### config.mk
export PLATFORM = sky130hd
export DESIGN_NAME = game_ctrl
export DESIGN_NICKNAME = d
export VERILOG_FILES = /design/src/rtl/flappy_pkg.sv /design/src/rtl/button_debounce.sv /design/src/rtl/game_ctrl.sv
export SDC_FILE = /design/constraint.sdc
export NUM_CORES = 1
export LEC_CHECK = 0
export ABC_AREA = 0
export CELL_PAD_IN_SITES_DETAIL_PLACEMENT = 0
export CELL_PAD_IN_SITES_GLOBAL_PLACEMENT = 1
export CORE_MARGIN = 5
export CORE_UTILIZATION = 43
export DETAILED_ROUTE_END_ITERATION = 16
export PLACE_DENSITY = 0.82
export SYNTH_ARGS = -nofsm -noshare
export SYNTH_HDL_FRONTEND = slang
export SYNTH_SLANG_ARGS = --single-unit
### constraint.sdc
create_clock -name clk -period 6.7 [get_ports clk]
set_clock_uncertainty 0.1 [all_clocks]
set_input_delay 1.005 -clock clk [delete_from_list [all_inputs] [get_ports clk]]
set_output_delay 1.005 -clock clk [all_outputs]
set_load 0.005 [all_outputs]
### src/rtl/flappy_pkg.sv
// Shared constants and state encoding for the flappy game blocks.
// Used by game_ctrl and the bird, pipe and VGA blocks.
package flappy_pkg;

  typedef enum logic [1:0] {
    ST_IDLE = 2'd0,
    ST_PLAY = 2'd1,
    ST_OVER = 2'd2
  } state_t;

  localparam logic [9:0]  BIRD_X        = 10'd120;
  localparam logic [9:0]  BIRD_SIZE     = 10'd48;
  localparam logic [9:0]  GROUND_Y      = 10'd400;
  localparam logic [8:0]  CEIL_WRAP     = 9'd448;
  localparam logic [9:0]  PIPE_W        = 10'd52;
  localparam logic [9:0]  GAP_H         = 10'd120;
  localparam logic [15:0] DEB_CYC_DEF   = 16'd50000;
  localparam logic [7:0]  GRACE_FRM_DEF = 8'd60;

endpackage

### src/rtl/button_debounce.sv
// Key conditioner: 2-FF synchroniser, stability counter, press pulse.
// Emits a 1-cycle pulse on each accepted 0->1 transition.
module button_debounce #(
  parameter logic [15:0] DEB_CYC = 16'd50000
) (
  input  logic i_clk,
  input  logic i_rst,
  input  logic i_raw,
  output logic o_press
);

  logic        r_s1;
  logic        r_s2;
  logic        r_level;
  logic        r_press;
  logic [15:0] r_cnt;
  logic [15:0] w_cnt_nx;

  assign w_cnt_nx = r_cnt + 16'd1;
  assign o_press  = r_press;

  always_ff @(posedge i_clk) begin
    if (i_rst) begin
      r_s1    <= 1'b0;
      r_s2    <= 1'b0;
      r_level <= 1'b0;
      r_press <= 1'b0;
      r_cnt   <= 16'd0;
    end else begin
      r_s1    <= i_raw;
      r_s2    <= r_s1;
      r_press <= 1'b0;
      // any sample equal to the held level restarts the run
      if (r_s2 == r_level) begin
        r_cnt <= 16'd0;
      end else if (w_cnt_nx >= DEB_CYC) begin
        r_level <= r_s2;
        r_press <= r_s2;
        r_cnt   <= 16'd0;
      end else begin
        r_cnt <= w_cnt_nx;
      end
    end
  end

endmodule

### src/rtl/game_ctrl.sv
// Game state controller: flap conditioning, per-frame collision, score.
// Optional grace period after start: define GAME_CTRL_GRACE_EN.
module game_ctrl
  import flappy_pkg::*;
#(
  parameter logic [15:0] DEB_CYC = DEB_CYC_DEF
`ifdef GAME_CTRL_GRACE_EN
  , parameter logic [7:0] GRACE_FRM = GRACE_FRM_DEF
`endif
) (
  input  logic       clk,
  input  logic       RESET,
  input  logic       START,
  input  logic       fly_raw,
  input  logic       fresh,
  input  logic [8:0] bird_y,
  input  logic [9:0] pipe_x,
  input  logic [8:0] gap_y,
  output logic       game_status,
  output logic       Lose,
  output logic       fly_button,
  output logic [7:0] score
);

  localparam logic [10:0] L_BX = {1'b0, BIRD_X};
  localparam logic [10:0] L_BS = {1'b0, BIRD_SIZE};
  localparam logic [10:0] L_GY = {1'b0, GROUND_Y};
  localparam logic [10:0] L_PW = {1'b0, PIPE_W};
  localparam logic [10:0] L_GH = {1'b0, GAP_H};

  state_t      r_state;
  state_t      w_next;
  logic        r_fresh_q;
  logic        r_fly;
  logic [7:0]  r_score;
  logic [10:0] r_prev_r;

  logic        w_press;
  logic        w_rise;
  logic        w_fall;
  logic [10:0] w_by;
  logic [10:0] w_bot;
  logic [10:0] w_gy;
  logic [10:0] w_px;
  logic [10:0] w_right;
  logic        w_pipe_ov;
  logic        w_out_gap;
  logic        w_hit;
  logic        w_hit_eff;
  logic        w_pass;

  button_debounce #(
    .DEB_CYC (DEB_CYC)
  ) u_fly_deb (
    .i_clk   (clk),
    .i_rst   (RESET),
    .i_raw   (fly_raw),
    .o_press (w_press)
  );

  assign w_rise = fresh & ~r_fresh_q;
  assign w_fall = ~fresh & r_fresh_q;

  // 11-bit arithmetic so no sum can wrap
  assign w_by      = {2'b00, bird_y};
  assign w_bot     = w_by + L_BS;
  assign w_gy      = {2'b00, gap_y};
  assign w_px      = {1'b0, pipe_x};
  assign w_right   = w_px + L_PW;
  assign w_pipe_ov = (w_px < L_BX + L_BS) && (w_right > L_BX);
  assign w_out_gap = (w_by < w_gy) || (w_bot > w_gy + L_GH);
  assign w_hit     = (w_bot >= L_GY) || (bird_y >= CEIL_WRAP) ||
                     (w_pipe_ov && w_out_gap);
  assign w_pass    = (r_prev_r >= L_BX) && (w_right < L_BX);

`ifdef GAME_CTRL_GRACE_EN
  logic [7:0] r_grace;

  always_ff @(posedge clk) begin
    if (RESET) begin
      r_grace <= 8'd0;
    end else if (r_state != ST_PLAY && w_next == ST_PLAY) begin
      r_grace <= GRACE_FRM;
    end else if (r_state == ST_PLAY && w_rise && r_grace != 8'd0) begin
      r_grace <= r_grace - 8'd1;
    end
  end

  assign w_hit_eff = w_hit && (r_grace == 8'd0);
`else
  assign w_hit_eff = w_hit;
`endif

  always_ff @(posedge clk) begin
    if (RESET) begin
      r_state   <= ST_IDLE;
      r_fresh_q <= 1'b0;
    end else begin
      r_state   <= w_next;
      r_fresh_q <= fresh;
    end
  end

  always_comb begin
    w_next      = r_state;
    game_status = 1'b0;
    Lose        = 1'b0;
    unique case (r_state)
      ST_IDLE: begin
        if (START || w_press) w_next = ST_PLAY;
      end
      ST_PLAY: begin
        game_status = 1'b1;
        if (w_rise && w_hit_eff) w_next = ST_OVER;
      end
      ST_OVER: begin
        Lose = 1'b1;
        if (START) w_next = ST_IDLE;
      end
      default: w_next = ST_IDLE;
    endcase
  end

  // a press on the fall cycle wins, so it is serviced next frame
  always_ff @(posedge clk) begin
    if (RESET) begin
      r_fly <= 1'b0;
    end else if (w_press && w_next == ST_PLAY) begin
      r_fly <= 1'b1;
    end else if (w_fall || w_next != ST_PLAY) begin
      r_fly <= 1'b0;
    end
  end

  always_ff @(posedge clk) begin
    if (RESET) begin
      r_score  <= 8'd0;
      r_prev_r <= 11'd0;
    end else if (r_state == ST_OVER && START) begin
      r_score  <= 8'd0;
      r_prev_r <= 11'd0;
    end else if (r_state == ST_PLAY && w_rise) begin
      r_prev_r <= w_right;
      if (w_pass && r_score != 8'hFF) r_score <= r_score + 8'd1;
    end else if (r_state != ST_PLAY) begin
      r_prev_r <= 11'd0;
    end
  end

  assign fly_button = r_fly;
  assign score      = r_score;

endmodule

* After elaboration in Yosys (flattened, before gate mapping)
Index checks and enable logic that the tools add are counted.
** Word-level totals
- Register bits :: 43
- Input port bits :: 33
- Output and inout bits :: 11
** Operators by class
- $add $sub $neg :: 5
- Magnitude comparators :: 9
- Equality and inequality tests :: 7
- Muxes and demuxes :: 10
- Bitwise gates (word level) :: 6
- Reductions and logical operators :: 21
** Operator list (number)
- 11-bit 2-to-1 mux :: 2
- 16-bit by 1-bit adder with 16-bit output (second input constant) :: 1
- 16-bit greater-or-equal comparator (second input constant) :: 1
- 10-bit by 6-bit adder with 11-bit output (second input constant) :: 1
- 11-bit by 7-bit greater-or-equal comparator with 1-bit output (second input constant) :: 1
- 11-bit by 7-bit > comparator with 1-bit output (second input constant) :: 1
- 11-bit by 7-bit < comparator with 1-bit output (second input constant) :: 1
- 9-bit by 6-bit adder with 10-bit output (second input constant) :: 1
- 9-bit by 7-bit adder with 10-bit output (second input constant) :: 1
- 10-bit by 9-bit greater-or-equal comparator with 1-bit output (second input constant) :: 1
- 10-bit > comparator :: 1
- 10-bit by 8-bit < comparator with 1-bit output (second input constant) :: 1
- 9-bit greater-or-equal comparator (second input constant) :: 1
- 9-bit < comparator :: 1
- 8-bit by 1-bit adder with 8-bit output (second input constant) :: 1
- 1-bit logical AND :: 8
- 8-bit inequality test (second input constant) :: 1
- 2-bit 2-to-1 mux :: 3
- 2-bit case mux with 3 select lines :: 1
- 3-bit OR reduction :: 2
- 1-bit logical OR :: 5
- 2-bit by 1-bit equality test with 1-bit output (second input constant) :: 2
- 1-bit 2-to-1 mux :: 4
- 2-bit by 1-bit inequality test with 1-bit output (second input constant) :: 2
- other kinds (8) :: 14

* Depth between registers and ports, before layout
Gate-level depths: netlist of run 1.
- Word-level depth :: 12
- Mapped depth :: 11
- Depth with buffers taken out :: 11

* By module
A second synthesis of run 1 with hierarchy kept.
** Second synthesis, totals
- Cells, all modules :: 324
- Area, all modules :: 2806.4 um^2
** Modules (own cells, without submodules)
- game_ctrl :: times used 1, cells an instance 208, area each 1702.9 um^2, seq. area each 400.4 um^2
- button_debounce :: times used 1, cells an instance 116, area each 1103.6 um^2, seq. area each 400.4 um^2

* Least setup slack after synthesis of run 1
OpenSTA, ideal clock, no wires.
- Kind :: input-to-reg
- Start :: input port gap_y[3]
- End :: register r_fly, in the netlist fly_button
- Setup time :: 137 ps
- Arrival time :: 2728 ps
- Data required time :: 6463 ps
- Path slack :: 3735 ps
- Cell stages on the path :: 10
- Cells stage by stage :: inv_1 ha_1 nor3b_1 or3_1 ha_1 nand3_1 o32ai_1 a211oi_1 o21ai_0 a311oi_1
** Between the ends
- Word-level cells in the longest chain between the ends :: 11
- Elaborated cells on any way between the ends :: 15
- Classes of those cells :: add/sub (1); order compare (2); eq/ne (2); mux (3); reduce/logical (7)
** RTL lines
- start: declaration :: line game_ctrl.sv:18 : input logic [8:0] gap_y,
- 9-bit by 7-bit adder with 10-bit output :: line game_ctrl.sv:71 : assign w_out_gap = (w_by < w_gy) || (w_bot > w_gy + L_GH);
- 10-bit > comparator :: line game_ctrl.sv:71
- 1-bit logical OR * :: line game_ctrl.sv:71
- 1-bit logical AND * :: line game_ctrl.sv:73 : (w_pipe_ov && w_out_gap);
- 1-bit logical OR * :: line game_ctrl.sv:72 : assign w_hit = (w_bot >= L_GY) || (bird_y >= CEIL_WRAP) ||
- 1-bit logical AND * :: line game_ctrl.sv:114 : if (w_rise && w_hit_eff) w_next = ST_OVER;
- 2-bit 2-to-1 mux * :: line game_ctrl.sv:114
- 2-bit case mux with 3 select lines * :: line game_ctrl.sv:108 : unique case (r_state)
- 2-bit by 1-bit equality test with 1-bit output or 2-bit by 1-bit inequality test with 1-bit output (tied branches) :: line game_ctrl.sv:128, game_ctrl.sv:130
- 1-bit logical AND or 1-bit logical OR (tied branches) :: line game_ctrl.sv:128, game_ctrl.sv:130
- 1-bit 2-to-1 mux or 2-bit nonzero test (tied branches)
- end signal: assignment :: line game_ctrl.sv:127 : r_fly <= 1'b0;
- end signal: assignment :: line game_ctrl.sv:129 : r_fly <= 1'b1;
- end signal: assignment :: line game_ctrl.sv:131 : r_fly <= 1'b0;
- end: declaration :: line game_ctrl.sv:34 : logic r_fly;
Mark *: on every way between the ends. The rest lies on a longest branch, timed or not.
A chain may end at the register's enable or synchronous reset.

* Worst setup path in the final report of run 1
- Start :: input port fresh
- End :: register r_score[7], in the netlist score[7]
** Between the ends
- Word-level cells in the longest chain between the ends :: 3
** RTL lines
- start: declaration :: line game_ctrl.sv:15 : input logic fresh,
- 1-bit bitwise AND :: line game_ctrl.sv:61 : assign w_rise = fresh & ~r_fresh_q;
- 1-bit logical AND :: line game_ctrl.sv:142 : end else if (r_state == ST_PLAY && w_rise) begin
- 2-bit AND reduction (no line)
- end signal: assignment :: line game_ctrl.sv:144 : if (w_pass && r_score != 8'hFF) r_score <= r_score + 8'd1;
- end: declaration :: line game_ctrl.sv:35 : logic [7:0] r_score;
No other way between the ends.

==> results of run 1 <==
## critical path, delay by kind of cell
kind | cells | cell delay [ps]
buffers and inverters | 1 | 510
and+or+nand+nor | 5 | 1640
xor gates and xnor gates | 1 | 160
AOI/OAI and AO/OA | 1 | 410
## synth_stat cells, drive strengths merged, types with 3 or more instances
| master | count | area, sq um |
|---|---|---|
| a211oi | 10 | 75.07 |
| a21o | 4 | 30.03 |
| a21oi | 12 | 60.06 |
| a31oi | 4 | 25.02 |
| and3 | 8 | 50.05 |
| buf | 3 | 30.03 |
| clkbuf | 6 | 22.52 |
| dfxtp | 40 | 800.8 |
| ha | 24 | 300.3 |
| inv | 17 | 63.81 |
| mux2i | 3 | 30.03 |
| nand2 | 24 | 97.59 |
| nand2b | 5 | 31.28 |
| nand3 | 12 | 60.06 |
| nand3b | 3 | 22.52 |
| nand4 | 8 | 65.06 |
| nor2 | 43 | 221.5 |
| nor2b | 7 | 43.79 |
| nor3 | 5 | 41.29 |
| nor4 | 3 | 25.02 |
| o21ai | 6 | 30.03 |
| xnor2 | 21 | 183.9 |
| xor2 | 16 | 140.1 |
## power by group
part	leakage (nW)	internal [W]	switching [W]
combinational	0.874	0.0000458	0.0000461
clock	0.0400	0.0000704	0.0000812
sequential	0.324	0.000241	0.00000223
total	1.24	0.000357	0.000130
## metrics by stage
stage	hold WS, ps	std cells	worst slack, ps	power, W	utilization
global route	386.7	430	2842	0.0005160	0.5227
detailed placement	342.3	423	2760	0.0003412	0.5096
global placement	341.8	423	2880	0.0003399	0.5096
finish	356.9	430	3051	0.0004866	0.5227
floorplan	313.8	312	3735	0.0003038	-
CTS	356.2	430	3036	0.0004934	0.5227
## worst min path at each step
| stage | from | end | slack (ps) |
|---|---|---|---|
| floorplan | u_fly_deb.r_s1$_SDFF_PP0_ | u_fly_deb.r_s2$_SDFF_PP0_ | 310 |
| global placement | r_prev_r[6]$_SDFFE_PP0P_ | r_prev_r[6]$_SDFFE_PP0P_ | 340 |
| detailed placement | u_fly_deb.r_s1$_SDFF_PP0_ | u_fly_deb.r_s2$_SDFF_PP0_ | 340 |
| CTS | r_prev_r[6]$_SDFFE_PP0P_ | r_prev_r[6]$_SDFFE_PP0P_ | 360 |
| global route | u_fly_deb.r_s1$_SDFF_PP0_ | u_fly_deb.r_s2$_SDFF_PP0_ | 390 |
| finish | r_prev_r[6]$_SDFFE_PP0P_ | r_prev_r[6]$_SDFFE_PP0P_ | 360 |
## flip-flops by register name, indices dropped and copies added, names as in the netlist
name and count:
fly_button 1, r_fresh_q 1, r_prev_r 8, r_state 2, score 8, u_fly_deb.o_press 1, u_fly_deb.r_cnt 16, u_fly_deb.r_level 1
u_fly_deb.r_s1 1, u_fly_deb.r_s2 1
## cell type report
cell class / count / area (sq um) / area share
inverter: 17 / 63.81 / 0.01956
timing repair buffer: 43 / 430.4 / 0.1320
tap: 77 / 96.34 / 0.02954
clock buffer: 5 / 68.82 / 0.02110
sequential: 40 / 800.8 / 0.2455
multi-input combinational: 246 / 1789 / 0.5485
clock inverter: 2 / 12.51 / 0.003836
## layer usage
layer | routed length [um] | vias to the layer above | global-route usage
li1 | - | 1182 | -
met1 | 2518 | 1020 | 0.1703
met2 | 2660 | 31 | 0.2539
met3 | 149 | 7 | 0.02488
met4 | 82 | 0 | 0.04871
met5 | 0 | - | 0
## logic make-up after synthesis
group                      after synthesis
muxes                                    3
DFF                                     40
adders and majority gates               25
xor gates and xnor gates                37
and+or+nand+nor                        127
AOI/OAI and AO/OA                       54
buffers and inverters                   26
==> results.json, run 1 <==
{
  "outcome": "finished clean",
  "synth_seq_cells": 40,
  "layout-drive-gt1-share": 0.06516,
  "clockRootBuffer": "clkbuf_8",
  "cts_tree": "built",
  "reg2regPathDepth": 7,
  "path_clk_slew_ps": 80,
  "p_leak_nw": 1.237,
  "cp_max_fo": 16,
  "synth_edf_count": 0,
  "hp-class": "reg2reg",
  "grt_overflow_total": 0,
  "max_slew_margin": 0.3102,
  "n_fill_cell": 636,
  "crit_slowest_cell": "nor2b_1",
  "cp.arrival_ps": 3730,
  "hold_depth": 2,
  "postCtsSetupBuffers": 0,
  "row_count": 29,
  "fin_crit_sh": 0.5447,
  "r2r_end": "score[7]$_SDFFE_PP0P_",
  "holdBufCountCts": 0,
  "final_cell_area_sq_um": 3262,
  "synthAdderAreaFrac": 0.1147,
  "min_period_ps": 3649,
  "critPathLaunch": "fresh",
  "syn-cell-area_sq_um": 2706,
  "start_util": 0.4336,
  "synth_fp_nets": 369,
  "cts_made_buffers": 5,
  "hold_viol": 0,
  "fmaxAchievable_mhz": 274.0,
  "syn2layout_area_growth_pct": 20.53,
  "vias": 2240,
  "cts.sinks": 40,
  "syn_inst": 312,
  "finalSetupTns_ps": 0,
  "setup_viol": 0,
  "drt_iter0_drc": 42,
  "clk_path_buf_depth": 2,
  "synth_mux_area_frac": 0.01110,
  "mostFrequentLayoutCells": "43 x clkdlybuf4s50_1, 40 x dfxtp_1, 33 x nor2_1",
  "die_h_um": 89.34,
  "die_w_um": 89.34,
  "final_nets": 410,
  "grt_pass1_wl_um": 9039,
  "wl_per_cell_um": 12.58,
  "design.die.area_sq_um": 7981,
  "gp_congestion": 0.7704,
  "grt_pass1_vias": 2113,
  "crit-reg2reg-launch": "r_fresh_q$_SDFF_PP0_",
  "cap_violations": 0,
  "cts_resized": 0,
  "max_stage_delay_ps": 830,
  "critPathKind": "in2reg",
  "via_per_inst": 5.209,
  "grt_max_degree": 17,
  "synth-main-ff-cell": "dfxtp_1",
  "hpwl_um": 4399,
  "htree_levels": 2,
  "grt_use_total": 0.1420,
  "power.density_nw_per_um2": 149.2,
  "worstMarginPinSlew_ps": 1033,
  "r2r_slack_ps": 3980,
  "ant_nets": 0,
  "ys_seq_area_frac": 0.2959,
  "rsz0062_at_grt": "no",
  "end_kind": "flop",
  "vdd_drop_max_uv": 103.4,
  "final_common_cell": "clkdlybuf4s50_1",
  "slew_violations": 0,
  "crit_path_end": "score[7]$_SDFFE_PP0P_",
  "coreArea_sq_um": 6241,
  "worstPathCellList": "clkdlybuf4s50_1, nor2b_1, nand2_1, a2111oi_0, and4_1, nand4_1, xor2_1, nor2_1",
  "drt-total-wl_um": 5410,
  "diodes": 0,
  "synth_area_per_cell_sq_um": 8.674,
  "clk_latency_ps": 290,
  "crit_path_start_kind": "input port",
  "antenna_found_initial": 0,
  "synthXorXnorAreaFrac": 0.1197,
  "first_pass_iters": 4,
  "ios": 44,
  "numPortBuffers": 43,
  "async_flop_share": 0,
  "placed_area_sq_um": 3181,
  "synth_top_family_by_area": "simple AND/OR/NAND/NOR gates",
  "drc_errors": 0,
  "yosysWarnings": 0,
  "synthSimpleGateAreaFrac": 0.2700,
  "synth_compound_area_frac": 0.1456,
  "cp.required_ps": 6780,
  "yosysUniqueCellTypes": 52
}
Power figures use the tool's default switching activity.
==> run 2, diff against run 1 <==
--- a/config.mk
+++ b/config.mk
@@ -9,9 +9,9 @@
 export CELL_PAD_IN_SITES_DETAIL_PLACEMENT = 0
 export CELL_PAD_IN_SITES_GLOBAL_PLACEMENT = 1
 export CORE_MARGIN = 5
-export CORE_UTILIZATION = 43
+export CORE_UTILIZATION = 40
 export DETAILED_ROUTE_END_ITERATION = 16
-export PLACE_DENSITY = 0.82
+export PLACE_DENSITY = 0.76
 export SYNTH_ARGS = -nofsm -noshare
 export SYNTH_HDL_FRONTEND = slang
 export SYNTH_SLANG_ARGS = --single-unit
==> constraint.sdc (replaced) <==
create_clock -name clk -period 3.4 [get_ports clk]
set_clock_uncertainty 0.1 [all_clocks]
set_input_delay 0.51 -clock clk [delete_from_list [all_inputs] [get_ports clk]]
set_output_delay 0.51 -clock clk [all_outputs]
set_load 0.005 [all_outputs]
==> results.json, run 2 (synthesized netlist as in run 1, its figures left out) <==
{
  "outcome": "finished clean",
  "design.die.area_sq_um": 8511,
  "numPortBuffers": 43,
  "end_kind": "flop",
  "die_w_um": 92.26,
  "wl_per_cell_um": 12.75,
  "cp.arrival_ps": 2990,
  "cap_violations": 0,
  "drt-total-wl_um": 5557,
  "rsz0062_at_grt": "no",
  "ios": 44,
  "p_total_w": 0.0009881,
  "regArea_sq_um": 800.8,
  "vias": 2255,
  "fin_ws_ps": 469.4,
  "min_period_ps": 2931,
  "start_util": 0.4051,
  "largest_reg_flops": 16,
  "coreArea_sq_um": 6681,
  "first_pass_iters": 4,
  "final_common_cell": "clkdlybuf4s50_1",
  "syn2layout_area_growth_pct": 21.68,
  "setup_viol": 0,
  "max_slew_margin": 0.6865,
  "die_h_um": 92.26,
  "via_per_inst": 5.172,
  "crit_path_end": "fly_button$_SDFFE_PP0P_",
  "pre_cts_ws_ps": 165.5,
  "postCtsSetupBuffers": 0,
  "fin_crit_sh": 0.8619,
  "reg2regPathDepth": 8,
  "vdd_drop_max_uv": 145.5,
  "row_count": 30,
  "grt_pass1_vias": 2156,
  "drt_iter0_drc": 64,
  "cts_tree": "built",
  "critPathLaunch": "gap_y[3]",
  "drc_errors": 0,
  "grt_pass1_wl_um": 9356,
  "ant_nets": 0,
  "worstMarginPinSlew_ps": 467.7,
  "clk_path_buf_depth": 2,
  "diodes": 0,
  "path_clk_slew_ps": 80,
  "crit_path_start_kind": "input port",
  "final_cells": 436,
  "hpwl_um": 4446,
  "final_nets": 412,
  "critPathKind": "in2reg",
  "htree_levels": 2,
  "dp_cells": 428,
  "finalSetupTns_ps": 0,
  "power.density_nw_per_um2": 300.0,
  "r2r_end": "u_fly_deb.r_cnt[3]$_SDFF_PP0_",
  "cts_resized": 0,
  "clk_latency_ps": 290,
  "clockRootBuffer": "clkbuf_8",
  "fmaxAchievable_mhz": 341.2,
  "grt_use_total": 0.1322,
  "crit-reg2reg-launch": "u_fly_deb.r_cnt[0]$_SDFF_PP0_",
  "hold_viol": 0,
  "grt_max_degree": 16,
  "grt_overflow_total": 0,
  "cts.sinks": 40,
  "holdBufCountCts": 0,
  "slew_violations": 0,
  "fin_util": 0.4929,
  "antenna_found_initial": 0,
  "n_fill_cell": 670,
  "min_from": "u_fly_deb.r_s1$_SDFF_PP0_",
  "layout-drive-gt1-share": 0.07022,
  "cts_made_buffers": 5,
  "hp-class": "reg2reg",
  "mostFrequentLayoutCells": "43 x clkdlybuf4s50_1, 40 x dfxtp_1, 33 x nor2_1",
  "cp_max_fo": 3,
  "cp.required_ps": 3460,
  "largest-register": "u_fly_deb.r_cnt",
  "multiInputGateArea_sq_um": 1789,
  "r2r_slack_ps": 830,
  "p_leak_nw": 1.252,
  "gp_congestion": 0.8085
}
## run 2: changes by cell type in the layout (fill, tap and decap cells not counted), sizes merged
cell / delta
buf: +2
clkbuf: +2
clkinv: -1
## run 2: per-stage QoR
step           cell area [sq um]  hold slack [ps]
3_3_place_gp                3199            327.5
6_report                    3293            327.5
3_5_place_dp                3199            335.6
4_1_cts                     3293            329.0
2_1_floorplan               2706            313.8
5_1_grt                     3293            336.3
## run 2: critical path, stage by stage
cell	delay, ps
clkdlybuf4s50_1	510
inv_1	80
ha_1	220
nor3b_1	160
or3_1	320
ha_1	320
nand3_1	110
o32ai_1	230
a211oi_1	60
o21ai_0	320
a311oi_1	140
## run 2: layout make-up
cell class | instances | area share
timing repair buffer | 45 | 0.1353
sequential | 40 | 0.2432
inverter | 17 | 0.01938
clock buffer | 7 | 0.02622
tap | 80 | 0.03040
multi-input combinational | 246 | 0.5433
clock inverter | 1 | 0.002280
## run 2: worst min path at each step
stage | depth (start not counted) | end
3_3_place_gp | 1 | u_fly_deb.r_s2$_SDFF_PP0_
4_1_cts | 1 | u_fly_deb.r_s2$_SDFF_PP0_
5_1_grt | 1 | u_fly_deb.r_s2$_SDFF_PP0_
6_report | 1 | u_fly_deb.r_s2$_SDFF_PP0_
2_1_floorplan | 1 | u_fly_deb.r_s2$_SDFF_PP0_
3_5_place_dp | 1 | u_fly_deb.r_s2$_SDFF_PP0_
## run 2: per-layer routing
layer | track usage | vias up | wire [um]
met5 | 0 | - | 0
met1 | 0.1654 | 1011 | 2617
li1 | - | 1189 | -
met2 | 0.2251 | 42 | 2635
met4 | 0.05817 | 0 | 113
met3 | 0.01805 | 13 | 189
## run 2: power breakdown
part | switching, W | internal (W) | total (W) | leakage [nW]
Combinational | 0.0000912 | 0.0000925 | 0.000184 | 0.884
Clock | 0.000161 | 0.000165 | 0.000325 | 0.0445
Sequential | 0.00000450 | 0.000474 | 0.000479 | 0.324
==> run 3, diff against run 2 <==
--- a/config.mk
+++ b/config.mk
@@ -11,6 +11,7 @@
 export CORE_MARGIN = 5
 export CORE_UTILIZATION = 40
 export DETAILED_ROUTE_END_ITERATION = 16
+export HOLD_SLACK_MARGIN = 0.08
 export PLACE_DENSITY = 0.76
 export SYNTH_ARGS = -nofsm -noshare
 export SYNTH_HDL_FRONTEND = slang
==> constraint.sdc (replaced) <==
create_clock -name clk -period 3.24 [get_ports clk]
set_clock_uncertainty 0.1 [all_clocks]
set_input_delay 0.486 -clock clk [delete_from_list [all_inputs] [get_ports clk]]
set_output_delay 0.486 -clock clk [all_outputs]
set_load 0.005 [all_outputs]
==> results.json, run 3 (synthesized netlist as in run 1, its figures left out) <==
{
  "hold_viol": 0,
  "ios": 44,
  "syn2layout_area_growth_pct": 22.75,
  "rsz0062_at_grt": "no",
  "layout-drive-gt1-share": 0.07542,
  "hold_depth": 1,
  "n_fill_cell": 641,
  "drt_iter0_drc": 42,
  "drc_errors": 0,
  "outcome": "finished clean",
  "row_count": 30,
  "final_common_cell": "clkdlybuf4s50_1",
  "reg2regPathDepth": 8,
  "clk_path_buf_depth": 2,
  "grt_overflow_total": 0,
  "hp-class": "reg2reg",
  "worstMarginPinSlew_ps": 477.9,
  "largest_reg_flops": 16,
  "critPathKind": "in2reg",
  "grt_use_total": 0.1332,
  "die_h_um": 92.26,
  "cts_tree": "built",
  "die_w_um": 92.26,
  "mostFrequentLayoutCells": "43 x clkdlybuf4s50_1, 40 x dfxtp_1, 33 x nor2_1",
  "diodes": 0,
  "grt_pass1_wl_um": 9570,
  "design.die.area_sq_um": 8511,
  "final_cells": 438,
  "fmaxAchievable_mhz": 340.7,
  "end_kind": "flop",
  "antenna_found_initial": 0,
  "cp.required_ps": 3330,
  "cts_made_buffers": 5,
  "fin_crit_sh": 0.9059,
  "numPortBuffers": 43,
  "cts_resized": 0,
  "path_clk_slew_ps": 70,
  "wl_per_cell_um": 12.45,
  "largest-register": "u_fly_deb.r_cnt",
  "cap_violations": 0,
  "setup_viol": 0,
  "first_pass_iters": 4,
  "drt-total-wl_um": 5455,
  "gp_congestion": 0.8286,
  "grt_max_degree": 16,
  "finalSetupTns_ps": 0,
  "final_cell_area_sq_um": 3322,
  "grt_pass1_vias": 2205,
  "clk_latency_ps": 290,
  "cp.arrival_ps": 3030,
  "holdBufCountCts": 0,
  "vdd_drop_max_uv": 237.5,
  "htree_levels": 2,
  "final_nets": 414,
  "cts.sinks": 40,
  "p_total_w": 0.001094,
  "dp_cells": 430,
  "via_per_inst": 5.155,
  "coreArea_sq_um": 6681,
  "power.density_nw_per_um2": 329.3,
  "placed_area_sq_um": 3214,
  "p_leak_nw": 1.272,
  "crit_path_start_kind": "input port",
  "cp_max_fo": 3,
  "start_util": 0.4051,
  "postCtsSetupBuffers": 0,
  "ant_nets": 0,
  "max_slew_margin": 0.6797,
  "slew_violations": 0,
  "vias": 2258,
  "hpwl_um": 4414,
  "clockRootBuffer": "clkbuf_8",
  "min_period_ps": 2935
}
-- run 3: cell count changes in the layout (fill, tap and decap cells not counted) --
cell | previous run | this run
buf_4 | 2 | 4
bufinv_16 | 0 | 1
clkbuf_8 | 6 | 5
clkinv_2 | 0 | 1
clkinvlp_4 | 1 | 0
-- run 3: layer usage --
metal | part of all wire | wire, um | vias up | track usage
met5 | 0 | 0 | - | 0
met4 | 0.013 | 69 | 0 | 0.04455
met3 | 0.029 | 156 | 6 | 0.02133
met2 | 0.48 | 2595 | 37 | 0.2238
met1 | 0.48 | 2634 | 1024 | 0.1729
li1 | - | - | 1191 | -
-- run 3: final timing paths --
path,startpoint,endpoint,slack (ps)
setup / recovery,gap_y[3],fly_button$_SDFFE_PP0P_,300
hold / removal,u_fly_deb.r_s1$_SDFF_PP0_,u_fly_deb.r_s2$_SDFF_PP0_,340
setup reg to reg,u_fly_deb.r_cnt[0]$_SDFF_PP0_,u_fly_deb.r_cnt[6]$_SDFF_PP0_,700
hold reg to reg,u_fly_deb.r_s1$_SDFF_PP0_,u_fly_deb.r_s2$_SDFF_PP0_,340
-- run 3: cell type report --
class / count / area [sq um] / area share
Clock buffer: 6 / 72.57 / 0.02185
Multi-Input combinational cell: 246 / 1789 / 0.5386
Inverter: 17 / 63.81 / 0.01921
Timing Repair Buffer: 47 / 460.4 / 0.1386
Sequential cell: 40 / 800.8 / 0.2411
Clock inverter: 2 / 35.03 / 0.01055
Tap cell: 80 / 100.1 / 0.03013
-- run 3: through the flow --
stage	setup slack, ps	utilization	hold slack [ps]
after floorplan	794.0	-	313.8
after global placement	144.5	0.4811	329.8
after detailed placement	53.73	0.4811	333.7
after CTS	355.2	0.4972	350.7
after global routing	77.14	0.4972	376.2
final	304.8	0.4972	340.4
-- run 3: worst max-delay path, cell delays in order --
cell	delay, ps
clkdlybuf4s50_1	500
inv_1	70
ha_1	210
nor3b_1	160
or3_1	310
ha_1	330
nand3_1	110
o41ai_1	340
o21ai_0	210
a311oi_1	300
-- run 3: report_power, final --
part           switching, W  internal (W)
clock network      0.000168      0.000229
logic             0.0000965     0.0000981
registers        0.00000478      0.000498
